File: config.mk
export PLATFORM = sky130hd
export DESIGN_NAME = param_updown_counter
export DESIGN_NICKNAME = d
export VERILOG_FILES = /design/src/rtl/param_updown_counter.sv
export SDC_FILE = /design/constraint.sdc
export NUM_CORES = 1
export LEC_CHECK = 0
export CAP_MARGIN = 30
export CORE_AREA = 10 10 47 49
export DETAILED_ROUTE_END_ITERATION = 16
export DIE_AREA = 0 0 57 59
export PLACE_DENSITY = 0.73
export SYNTH_ARGS = -nofsm -noshare
export SYNTH_HDL_FRONTEND = slang
export SYNTH_SLANG_ARGS = --single-unit
File: constraint.sdc
create_clock -name clk -period 1.5 [get_ports clk]
set_input_delay 0.3 -clock clk [delete_from_list [all_inputs] [get_ports clk]]
set_output_delay 0.3 -clock clk [all_outputs]
set_load 0.1 [all_outputs]
File: src/rtl/param_updown_counter.sv
// Modulo-MODULUS up/down counter with synchronous load, optional saturation,
// a one-cycle terminal-count pulse and sticky overflow/underflow flags.
module param_updown_counter #(
  parameter int              WIDTH    = 4,
  parameter longint unsigned MODULUS  = 16,
  parameter bit              SATURATE = 1'b0
) (
  input  logic             clk,
  input  logic             reset,
  input  logic             en,
  input  logic             upordown,
  input  logic             load,
  input  logic [WIDTH-1:0] load_val,
  input  logic             clr_flags,
  output logic [WIDTH-1:0] count,
  output logic             tc,
  output logic             ovf,
  output logic             unf
);

  localparam logic [WIDTH-1:0] MAX_COUNT = WIDTH'(MODULUS - 64'd1);

  generate
    if (WIDTH < 2 || WIDTH > 32) begin : g_bad_width
      $error("param_updown_counter: WIDTH must be 2..32");
    end
    if (MODULUS < 2 || MODULUS > (64'd1 << WIDTH)) begin : g_bad_modulus
      $error("param_updown_counter: MODULUS must be 2..2**WIDTH");
    end
  endgenerate

  logic             at_max;
  logic             at_zero;
  logic [WIDTH-1:0] load_clamped;

  // Out-of-range load values clamp to the top state so count never leaves 0..MODULUS-1.
  always_comb begin
    at_max       = (count == MAX_COUNT);
    at_zero      = (count == '0);
    load_clamped = (64'(load_val) < MODULUS) ? load_val : MAX_COUNT;
  end

  always_ff @(posedge clk) begin
    if (reset) begin
      count <= '0;
      tc    <= 1'b0;
      ovf   <= 1'b0;
      unf   <= 1'b0;
    end else begin
      // NOTE: non-blocking defaults first; a later assignment in this block wins,
      // which is how a flag set beats clr_flags on the same edge.
      tc  <= 1'b0;
      ovf <= ovf & ~clr_flags;
      unf <= unf & ~clr_flags;
      if (load) begin
        count <= load_clamped;
      end else if (en) begin
        if (upordown) begin
          if (at_max) begin
            count <= SATURATE ? MAX_COUNT : '0;
            tc    <= 1'b1;
            ovf   <= 1'b1;
          end else begin
            count <= count + WIDTH'(1);
          end
        end else begin
          if (at_zero) begin
            count <= SATURATE ? '0 : MAX_COUNT;
            tc    <= 1'b1;
            unf   <= 1'b1;
          end else begin
            count <= count - WIDTH'(1);
          end
        end
      end
    end
  end

endmodule

==> metrics list, run 1 <==
* GR Util All Layers: 0.07489
- Max-cap check violation count: 0
* Highest achievable clock rate: about 690 MHz
- Entering global routing, the biggest net connects 9 pins.
* Crit-path max cell delay: approximately 490 ps
- The number of antenna diodes in the final layout is 0.
* Top cells by area, synth: sky130_fd_sc_hd__dfxtp_1 34%, sky130_fd_sc_hd__a21oi_1 8.4%, sky130_fd_sc_hd__ha_1 6.0%
- The final-report max-slew violation count was 0.
* Routed metal-1 wire length: 508 um
* Share of flip-flops with an asynchronous set or reset after synthesis: 0
- Number of top-level pins: 17
* Uppermost metal layer occupied by signal nets: met4
- In this run the cell area measured after placement is 711.9 sq um.
- The commonest cells after synthesis are 7 x sky130_fd_sc_hd__a21oi_1, 7 x sky130_fd_sc_hd__dfxtp_1, 5 x sky130_fd_sc_hd__nor2_1, 3 x sky130_fd_sc_hd__inv_1, 3 x sky130_fd_sc_hd__nand2_1.
- After detailed routing, the met3 layer carries 77 um of wire.
- Pwr Total: 0.6295 mW
- Setup total negative slack: 0 ps
- During synthesis, Yosys emitted a total of 0 warnings.
- The detailed router finished its first iteration with 13 violations.
* Final Util: 0.5518
- The run finished with clean final reports.
* Flip-flop and latch count after synthesis: 7
- Among all flip-flop cells after synthesis, the most frequent one is sky130_fd_sc_hd__dfxtp_1.
* Syn Std Cell Area: between 400 and 500 sq um
* Critical-path maximum fanout: 6
- Met2 wire length: 657 um
- The initial antenna violation count was 0.
- The longest clock path from root to sink contains 2 buffers.
- The number of placed instances, taps included, is 87.
- Capturing element type of the critical path: register
* TritonCTS clock tree: built
- In the finished design, the share of the clock period the worst path needs comes to 0.9626.
* Class of the tightest hold or removal check: register to register
- For this run, the number of standard cells in the final layout without fillers is 94.
- Clk pin slew, worst setup/hold paths: 50 ps
* Vias post-DR: 476
* Static leakage power: 0.3107 nW
* Remaining routing DRC violations: 0
- Number of enable-type register cells in the synthesized netlist: 0
- Wire length of the first global-routing pass: 2042 um
- Synthesis produced a netlist with a net count of 64.
- Gate power share: 0.384
- At the pin with the least slew margin, the transition time is between 200 and 300 ps.
* Detailed-routing iteration count for the pre-antenna-repair pass: 4
* Number of cells produced by synthesis: 52
* Maximum level of the CTS H-tree: 1
- Number of clock sinks seen by CTS: 7
- Total number of nets in the final design: just over 90
* Final worst clock skew: 0.4588 ps
- In this run the tightest slew margin relative to its limit is 0.8276.
- Core area: approximately 0.0014 sq mm
* Arrival @ worst endpoint: 1630 ps
- The routed design has 1272 um of wire.
* Number of vias per cell after detailed routing: slightly above 5
- Count of final hold-check violations: 0
- Sequential cell area fraction in the yosys report: 0.3373
- Buffers inserted during clock tree synthesis total 3.
- Proportion of power drawn by flip-flops and latches: 0.345
- Fraction of power spent switching nets: 0.3470
* Category of the most critical setup path: register to register
- CTS placed an instance of sky130_fd_sc_hd__clkbuf_4 at the clock tree root.
* Number of placement rows: 14
- Top Family by Delay on Critical Path: simple AND/OR/NAND/NOR gates
* Height of the chip: 59 um
- Latest clock arrival within the worst-skew pair: between 200 and 300 ps
- With fillers left out, the area of the finished cells amounts to 773.2 sq um.
- The largest individual stage delay along the critical path comes from the cell sky130_fd_sc_hd__or4b_4.
- Internal power comes to 0.4110 mW.
- Grt total ovfl: 0
- Area of the die: ~0.0034 sq mm
* Pwr per Cell Area: 814.1 mW/mm^2
- Count of antenna-violating nets left after detailed routing: 0
* Global placement routability congestion: 0.7877
* Cell type with the largest total area after synthesis: sky130_fd_sc_hd__dfxtp_1
* Post-detailed-route wirelength per cell: 13.53 um
* Finish-stage setup viols: 0
- Power dissipated by switching net loads: 0.2185 mW
- STA puts the critical path data required time at 1680 ps.
- Part of the power in the clock network: 0.271
- Starting density of the core: 0.2964
* Post-route minimum period: 1444 ps
* Count of fill cells added during filler insertion: about 140
- Crit path buffers/inverters: 1
* Number of input and output port buffers inserted: 16
- Syn avg cell area: 7.988 sq um
- The synthesized netlist contains 28 unique library cells.
- The share of synthesized area in the top cell type comes to 0.3373.
- Placed wire-length estimate after detailed placement: 987.2 um
- Traced cell by cell, the critical path runs through inv_4 -> ha_2 -> or4b_4 -> nand2_2 -> nand3b_1 -> a21oi_1.
- Peak supply drop: 435.8 uV
- Share of cells above drive strength 1: 0.3846
- The number of global-route vias before repair is 483.
* Die span in x: 57 um
* Post-synthesis to final-layout area growth: 86.14%
- STA classifies the critical path startpoint as a register.
[power groups by stage]
stage	sequential [mW]	clock, mW	combinational [mW]
2_1_floorplan	0.286	0	0.0646
3_3_place_gp	0.222	0	0.223
3_5_place_dp	0.222	0	0.226
4_1_cts	0.219	0.176	0.226
5_1_grt	0.219	0.190	0.255
6_report	0.217	0.170	0.242
[cell type report]
cell class	count	area, sq um	share of cell area
Tap cell	16	20.02	0.02589
Inverter	5	21.27	0.02751
Multi-Input combinational cell	38	262.8	0.3398
Timing Repair Buffer	24	290.3	0.3754
Sequential cell	7	152.6	0.1974
Clock buffer	4	26.28	0.03398
[cell families (layout without fill, tap and decap cells)]
kind of cell               after synthesis  in the layout  share of synthesized area
adders and majority gates                2              2                    0.06023
buffers and inverters                    7             33                    0.06324
muxes                                    2              2                    0.05120
AOI/OAI and AO/OA                       15             15                     0.2229
DFF                                      7              7                     0.3373
and+or+nand+nor                         17             17                     0.2229
xor gates and xnor gates                 2              2                    0.04218
[worst register-to-register path, stage by stage (launching register included)]
cell                       delay [ps]
sky130_fd_sc_hd__dfxtp_4          360
sky130_fd_sc_hd__inv_4             70
sky130_fd_sc_hd__ha_2             180
sky130_fd_sc_hd__or4b_4           490
sky130_fd_sc_hd__nand2_2           70
sky130_fd_sc_hd__nand3b_1          70
sky130_fd_sc_hd__a21oi_1          130
[layer usage]
layer / vias to the layer above / track usage
met2: 18 / 0.1256
met5: - / 0
met3: 4 / 0.02790
li1: 236 / -
met4: 0 / 0.05034
met1: 218 / 0.07637
[sequential cells by signal (all words and copies together) (netlist names)]
register  cells
count         4
ovf           1
tc            1
unf           1
[worst paths after layout]
| kind | slack, ps | cells past startpoint | from | endpoint |
|---|---|---|---|---|
| worst max-delay path | 60 | 6 | count[0]$_SDFFE_PP0P_ | count[0]$_SDFFE_PP0P_ |
| worst min-delay path | 560 | 2 | ovf$_SDFF_PP0_ | ovf$_SDFF_PP0_ |
| worst max register to register | 60 | 6 | count[0]$_SDFFE_PP0P_ | count[0]$_SDFFE_PP0P_ |
| worst min register to register | 560 | 2 | ovf$_SDFF_PP0_ | ovf$_SDFF_PP0_ |
[layout by cell type (no fill, tap or decap), types with 2 or more instances in the layout]
master / instances
sky130_fd_sc_hd__buf_12: 7
sky130_fd_sc_hd__inv_2: 2
sky130_fd_sc_hd__dfxtp_4: 3
sky130_fd_sc_hd__dfxtp_1: 3
sky130_fd_sc_hd__inv_1: 2
sky130_fd_sc_hd__nand2_1: 2
sky130_fd_sc_hd__clkbuf_4: 3
sky130_fd_sc_hd__xnor2_1: 2
sky130_fd_sc_hd__buf_4: 8
sky130_fd_sc_hd__nor2_1: 5
sky130_fd_sc_hd__clkdlybuf4s50_1: 9
sky130_fd_sc_hd__o21ai_0: 2
sky130_fd_sc_hd__a21oi_1: 7
[repair_timing]
action,4_1_cts,5_1_grt
setup endpoints to repair,0,3
hold buffers,0,0
gates resized for setup,0,4
buffers inserted,0,3
[stage by stage]
stage / setup WS, ps / hold WS [ps]
after CTS: 43.61 / 567.8
final: 56.14 / 560.0
after floorplan: -63.03 / 489.1
after global placement: -100.1 / 548.0
after detailed placement: -135.2 / 556.6
after global routing: -3.494 / 597.2
(Power assumes the default switching activity.)
==> run 2: changes to the inputs <==
--- a/config.mk
+++ b/config.mk
@@ -6,9 +6,9 @@
 export NUM_CORES = 1
 export LEC_CHECK = 0
 export CAP_MARGIN = 30
-export CORE_AREA = 10 10 47 49
+export CORE_AREA = 3 3 40 42
 export DETAILED_ROUTE_END_ITERATION = 16
-export DIE_AREA = 0 0 57 59
+export DIE_AREA = 0 0 43 45
 export PLACE_DENSITY = 0.73
 export SYNTH_ARGS = -nofsm -noshare
 export SYNTH_HDL_FRONTEND = slang
==> metrics list, run 2 (synthesis gave the netlist of run 1 again) <==
* Number of clock sinks seen by CTS: 7 (unchanged)
* Max-cap check violation count: 0 (unchanged)
- The final wirelength came to 1076 um (-15%).
- The cell area power density is 820.1 mW/mm^2 (+0.74%).
- TritonCTS clock tree: built
- The number of diodes added for antenna fixing is 0 (unchanged).
* Maximum level of the CTS H-tree: 1 (unchanged)
* Number of CTS-inserted buffers: 3 (unchanged)
- The iteration count of the initial detailed-routing pass was 4 (unchanged).
- By startpoint and endpoint, the worst setup path is classified as register to register.
* Number of vias per cell after detailed routing: 4.835 (-4.5%)
- The maximum clock insertion buffer count came to 2 (unchanged).
- Class of the tightest hold or removal check: register to register
- The worst hold path begins at ovf$_SDFF_PP0_.
- Critical path required time: 1680 ps (about the same)
- The first-pass GRT wire length came to 1628 um (-20%).
- Global placement routability congestion: 0.7760 (-1.5%)
- The pin count of the biggest net entering global routing was 9 (unchanged).
- The flip-flop count of the largest register after layout is 4 (unchanged).
- Compared with the post-synthesis result, the final layout area differs by 82.83%.
* Capturing element type of the critical path: register
* GR Util All Layers: 0.1242 (+0.04927)
* Highest achievable clock rate: 694.0 MHz (+0.21%)
- Number of top-level pins: 17 (unchanged)
* Vias post-DR: 440 (-7.6%)
- Endpoint of the worst hold-timing path: ovf$_SDFF_PP0_
- Peak supply drop: 393.5 uV (-9.7%)
- Static leakage power: 0.3016 nW (-2.9%)
- STA classifies the critical path startpoint as a register.
- Most frequent standard cell in the layout excluding fill and tap cells: sky130_fd_sc_hd__clkdlybuf4s50_1
- The maximum fanout along the worst path was 6 (unchanged).
* Least-Margin Pin Slew: 226.4 ps (-32.22 ps)
* Logic depth of the worst register-to-register path: 4 (-2)
* Starting density of the core: 0.3233 (+0.02684)
* Finish-stage setup viols: 0 (unchanged)
* RSZ-0062 raised after global routing: false
* Die span in x: 43 um (-25%)
- Worst slack after detailed placement: -127.7 ps (+7.545 ps)
* Tightest slew margin relative to the limit: 0.8490 (+0.02148)
* Post-route minimum period: 1441 ps (-2.973 ps)
* Slack of the worst reg-to-reg path: 60 ps (about the same)
* Final worst clock skew: 1.771 ps (+1.312 ps)
- The cell depth of the worst hold path was 2 (unchanged).
* Number of placed instances, taps included: 86 (-1.1%)
- The initial antenna violation count is 0 (unchanged).
- Latest clock arrival within the worst-skew pair: 250 ps (about the same)
* Height of the chip: 45 um (-24%)
- Clk pin slew, worst setup/hold paths: 50 ps (about the same)
* Number of pins with negative max-slew slack in the final report: 0 (unchanged)
- Number of input and output port buffers inserted: 16 (unchanged)
- The routed wirelength normalized by instance count came to 11.82 um (-13%).
- Highest-count cells in the layout ignoring fill and taps: 9 x sky130_fd_sc_hd__clkdlybuf4s50_1, 7 x sky130_fd_sc_hd__a21oi_1, 7 x sky130_fd_sc_hd__buf_12, 6 x sky130_fd_sc_hd__buf_4, 5 x sky130_fd_sc_hd__nor2_1
- Reg-to-reg critical path endpoint: count[3]$_SDFFE_PP0P_
- Vias in the first global route: 400 (-17%)
- The minimum setup slack in the final design is 59.11 ps (+2.973 ps).
* Register with the most flip-flops: count
- Count of antenna-violating nets left after detailed routing: 0 (unchanged)
* Hold WS: 563.4 ps (+3.378 ps)
- Detailed Route Iter0 Violations: 7 (-6)
- Arrival @ worst endpoint: 1620 ps (about the same)
- The number of nets in the layout is 89 (-2.2%).
- Final Util: 0.5910 (+0.03926)
* Period Utilization, post-route: 0.9606 (-0.001982)
* Remaining routing DRC violations: 0 (unchanged)
- Area of the die: 0.001935 sq mm (-42%)
* Number of placement rows: 13 (-1)
- Result of the run: finished, final reports clean
- Grt total ovfl: 0 (unchanged)
- Root buffer cell: sky130_fd_sc_hd__clkbuf_4
- Core area: 0.001285 sq mm (-8.3%)
* Final instance count without filler cells: 91 (-3.2%)
* Share of cells above drive strength 1: 0.3421 (-0.04251)
* Count of final hold-check violations: 0 (unchanged)
- Placed wire-length estimate after detailed placement: 867.1 um (-12%)
- Reg2Reg Launch Point: count[1]$_SDFFE_PP0P_
-- run 2: cell type report --
type	count	area (sq um)
Clock buffer	4	26.28
Fill cell	106	525.5
Inverter	5	21.27
Multi-Input combinational cell	38	265.3
Sequential cell	7	152.6
Tap cell	15	18.77
Timing Repair Buffer	22	275.3
-- run 2: where the power goes --
part	switching, mW	internal [mW]
clock network	0.0692	0.101
registers	0.0210	0.197
logic	0.124	0.110
-- run 2: critical path, stage by stage (launching register included) --
cell and delay [ps]:
sky130_fd_sc_hd__dfxtp_4 380, sky130_fd_sc_hd__inv_2 60, sky130_fd_sc_hd__or4_1 500, sky130_fd_sc_hd__a311o_1 280
sky130_fd_sc_hd__o22ai_1 140
-- run 2: how the worst max path moves through the flow --
stage	from	end	slack [ps]	cells after the start
after global routing	count[1]$_SDFFE_PP0P_	count[0]$_SDFFE_PP0P_	20	6
final	count[1]$_SDFFE_PP0P_	count[3]$_SDFFE_PP0P_	60	4
after floorplan	count[1]$_SDFFE_PP0P_	count[3]$_SDFFE_PP0P_	-60	4
after detailed placement	upordown	count[0]$_SDFFE_PP0P_	-130	5
after global placement	upordown	count[0]$_SDFFE_PP0P_	-100	5
after CTS	count[0]$_SDFFE_PP0P_	count[0]$_SDFFE_PP0P_	30	6
-- run 2: routing by layer --
| layer | up-vias | track usage | routed length, um |
|---|---|---|---|
| li1 | 232 | - | - |
| met1 | 189 | 0.1232 | 435 |
| met2 | 14 | 0.1946 | 536 |
| met3 | 5 | 0.05976 | 66 |
| met4 | 0 | 0.1084 | 38 |
| met5 | - | 0 | 0 |
-- run 2: per-stage QoR --
step           setup TNS [ps]  total power [mW]  cell area (sq um)
2_1_floorplan          -63.03            0.3506              431.7
3_3_place_gp           -275.7            0.4442              710.7
3_5_place_dp           -408.1            0.4457              710.7
4_1_cts                     0            0.6232              737.0
5_1_grt                     0            0.6611              759.5
6_report                    0            0.6229              759.5
-- run 2: timing repair --
action,in CTS,in global routing
hold buffers,0,0
buffers inserted,0,1
endpoints found under the hold margin,0,0
resized for setup,0,3
setup endpoints to repair,0,3
==> run 3: changes to the inputs <==
--- a/config.mk
+++ b/config.mk
@@ -9,6 +9,7 @@
 export CORE_AREA = 3 3 40 42
 export DETAILED_ROUTE_END_ITERATION = 16
 export DIE_AREA = 0 0 43 45
+export GPL_TIMING_DRIVEN = 0
 export PLACE_DENSITY = 0.73
 export SYNTH_ARGS = -nofsm -noshare
 export SYNTH_HDL_FRONTEND = slang
==> metrics list, run 3 (synthesis gave the netlist of run 1 again) <==
* Vias post-DR: 408 (-7.3%)
- The library cell used most frequently in the layout, excluding fill and tap cells, is sky130_fd_sc_hd__clkdlybuf4s50_1.
- Height of the chip: 45 um (unchanged)
- The total routing resource utilization after global routing was 0.1100 (-0.01417).
- Latest clock arrival within the worst-skew pair: 250 ps (about the same)
- Total number of nets in the final design: 83 (-6.7%)
- Relative to the synthesized area, the layout overhead comes to 47.59%.
* Detailed-routing iteration count for the pre-antenna-repair pass: 3 (-1)
- Die span in x: 43 um (unchanged)
- The number of global-route vias before repair is 377 (-5.8%).
- Slack of the worst reg-to-reg path: 60 ps (about the same)
- The first-pass GRT wire length was 1538 um (-5.5%).
- Root buffer cell: sky130_fd_sc_hd__clkbuf_4
- The clock transition at the registers of the reported paths is 50 ps (about the same).
- Global placement routability congestion: 0.7593 (-2.2%)
- Setup repair bufs after CTS: 0 (unchanged)
- Arrival @ worst endpoint: 1650 ps (+30 ps)
- The count of H-tree levels built during CTS was 1 (unchanged).
- Grt total ovfl: 0 (unchanged)
- Number of pins with negative max-slew slack in the final report: 0 (unchanged)
- Highest-count cells in the layout ignoring fill and taps: 7 x sky130_fd_sc_hd__clkdlybuf4s50_1, 6 x sky130_fd_sc_hd__a21oi_1, 5 x sky130_fd_sc_hd__nor2_1, 4 x sky130_fd_sc_hd__clkdlybuf4s15_2
- Capturing element type of the critical path: register
- The number of nets with antenna violations after routing is 0 (unchanged).
* Number of vias per cell after detailed routing: 4.800 (-0.73%)
* CTS hold repair buffers: 0 (unchanged)
* Startpoint types: primary input
- Finish-stage setup viols: 0 (unchanged)
- Number of top-level pins: 17 (unchanged)
- The number of diodes added for antenna fixing is 0 (unchanged).
- Total length of routed wires: 940 um (-13%)
* Result of the run: finished, final reports clean
- In this run the worst setup path begins at upordown.
- The cell area power density was 917.0 mW/mm^2 (+12%).
* Final worst clock skew: 0.6566 ps (-1.114 ps)
* Class of the tightest hold or removal check: primary input to register
- The initial antenna violation count was 0 (unchanged).
* Post-layout instance area: 613.1 sq um (-19%)
- The final period demand of the worst path came to 1477 ps (+35.90 ps).
- Reg2Reg Launch Point: count[0]$_SDFFE_PP0P_
- The critical path is of the primary input to register type.
- The number of DRC violations after detailed routing was 0 (unchanged).
- The number of clock sinks is 7 (unchanged).
- Min-Delay Startpoint: reset
- The total power draw was 0.5622 mW (-9.7%).
- Share of cells above drive strength 1: 0.3000 (-0.04211)
- The number of core rows is 13 (unchanged).
- The relative slew slack is 0.6376 (-0.2115).
* RSZ-0062 raised after global routing: true
- The total leakage power was 0.2355 nW (-22%).
- Least-Margin Pin Slew: 546.2 ps (+319.7 ps)
- Core area: 0.001285 sq mm (unchanged)
- Period Utilization, post-route: 0.9845 (+0.02393)
- The routed wirelength normalized by instance count is 11.06 um (-6.5%).
- The final number of hold-violating endpoints came to 0 (unchanged).
* Max-cap check violation count: 0 (unchanged)
- The maximum fanout along the worst path came to 6 (unchanged).
* Critical path required time: 1680 ps (about the same)
- Pin count of the biggest net entering global routing: 10 (+1)
* Maximum number of buffers from clock root to sink: 2 (unchanged)
- The placed cell area came to 590.6 sq um (-17%).
* Peak supply drop: 544.3 uV (+38%)
- Number of flip-flops under the largest register name: 4 (unchanged)
- Area of the die: 0.001935 sq mm (unchanged)
- Highest achievable clock rate: 677.1 MHz (-2.4%)
- Placed wire-length estimate after detailed placement: 713.3 um (-18%)
- TritonCTS built the clock tree.
- The number of buffers inserted by port buffering was 14 (-2).
- Starting density of the core: 0.3233 (unchanged)
- Register with the most flip-flops: count
- Setup total negative slack: 0 ps (unchanged)
- Number of CTS-inserted buffers: 3 (unchanged)
- Detailed Route Iter0 Violations: 12 (+5)
[run 3: cell types whose count changed in the layout (fill, tap and decap cells not counted), moves of 2 or more]
cell and change:
sky130_fd_sc_hd__buf_12 -7, sky130_fd_sc_hd__buf_4 -6, sky130_fd_sc_hd__clkdlybuf4s50_1 -2, sky130_fd_sc_hd__clkdlybuf4s15_2 +4, sky130_fd_sc_hd__buf_2 +3
[run 3: worst paths after layout]
check | end | cells past startpoint
max | count[0]$_SDFFE_PP0P_ | 5
min | count[1]$_SDFFE_PP0P_ | 2
max reg2reg | count[0]$_SDFFE_PP0P_ | 6
min reg2reg | unf$_SDFF_PP0_ | 2
[run 3: layout make-up]
cell class / instances / area [sq um]
Fill cell: 134 / 671.9
Clock buffer: 4 / 26.28
Buffer: 2 / 7.507
Sequential cell: 7 / 152.6
Multi-Input combinational cell: 38 / 259.0
Inverter: 5 / 18.77
Timing Repair Buffer: 14 / 130.1
Tap cell: 15 / 18.77
[run 3: per-stage QoR]
stage | hold slack [ps] | std cells | worst slack (ps) | utilization
2_1_floorplan | 489.1 | 52 | -63.03 | -
3_3_place_gp | 473.9 | 81 | -310.4 | 0.4596
3_5_place_dp | 483.8 | 81 | -316.3 | 0.4596
4_1_cts | 380.6 | 85 | 1.812 | 0.4859
5_1_grt | 416.9 | 85 | -38.06 | 0.4771
6_report | 395.2 | 85 | 23.22 | 0.4771
[run 3: repair_timing]
item | 4_1_cts | 5_1_grt
gates cloned | 0 | 0
setup endpoints to repair | 7 | 6
resized for setup | 22 | 7
[run 3: metal layers]
| metal | vias up | global-route usage | wire length, um |
|---|---|---|---|
| li1 | 219 | - | - |
| met1 | 173 | 0.1329 | 450 |
| met2 | 14 | 0.1587 | 425 |
| met3 | 2 | 0.07171 | 58 |
| met4 | 0 | 0.03614 | 6 |
| met5 | - | 0 | 0 |
[run 3: worst max-delay path: stages]
cell	delay (ps)
sky130_fd_sc_hd__clkdlybuf4s50_1	520
sky130_fd_sc_hd__or4b_4	540
sky130_fd_sc_hd__nand2_1	80
sky130_fd_sc_hd__nand3b_1	90
sky130_fd_sc_hd__a21oi_2	120
[run 3: where the power goes]
part / internal (mW) / switching, mW
clock: 0.101 / 0.0653
sequential: 0.197 / 0.0157
combinational: 0.0644 / 0.119
total: 0.362 / 0.200
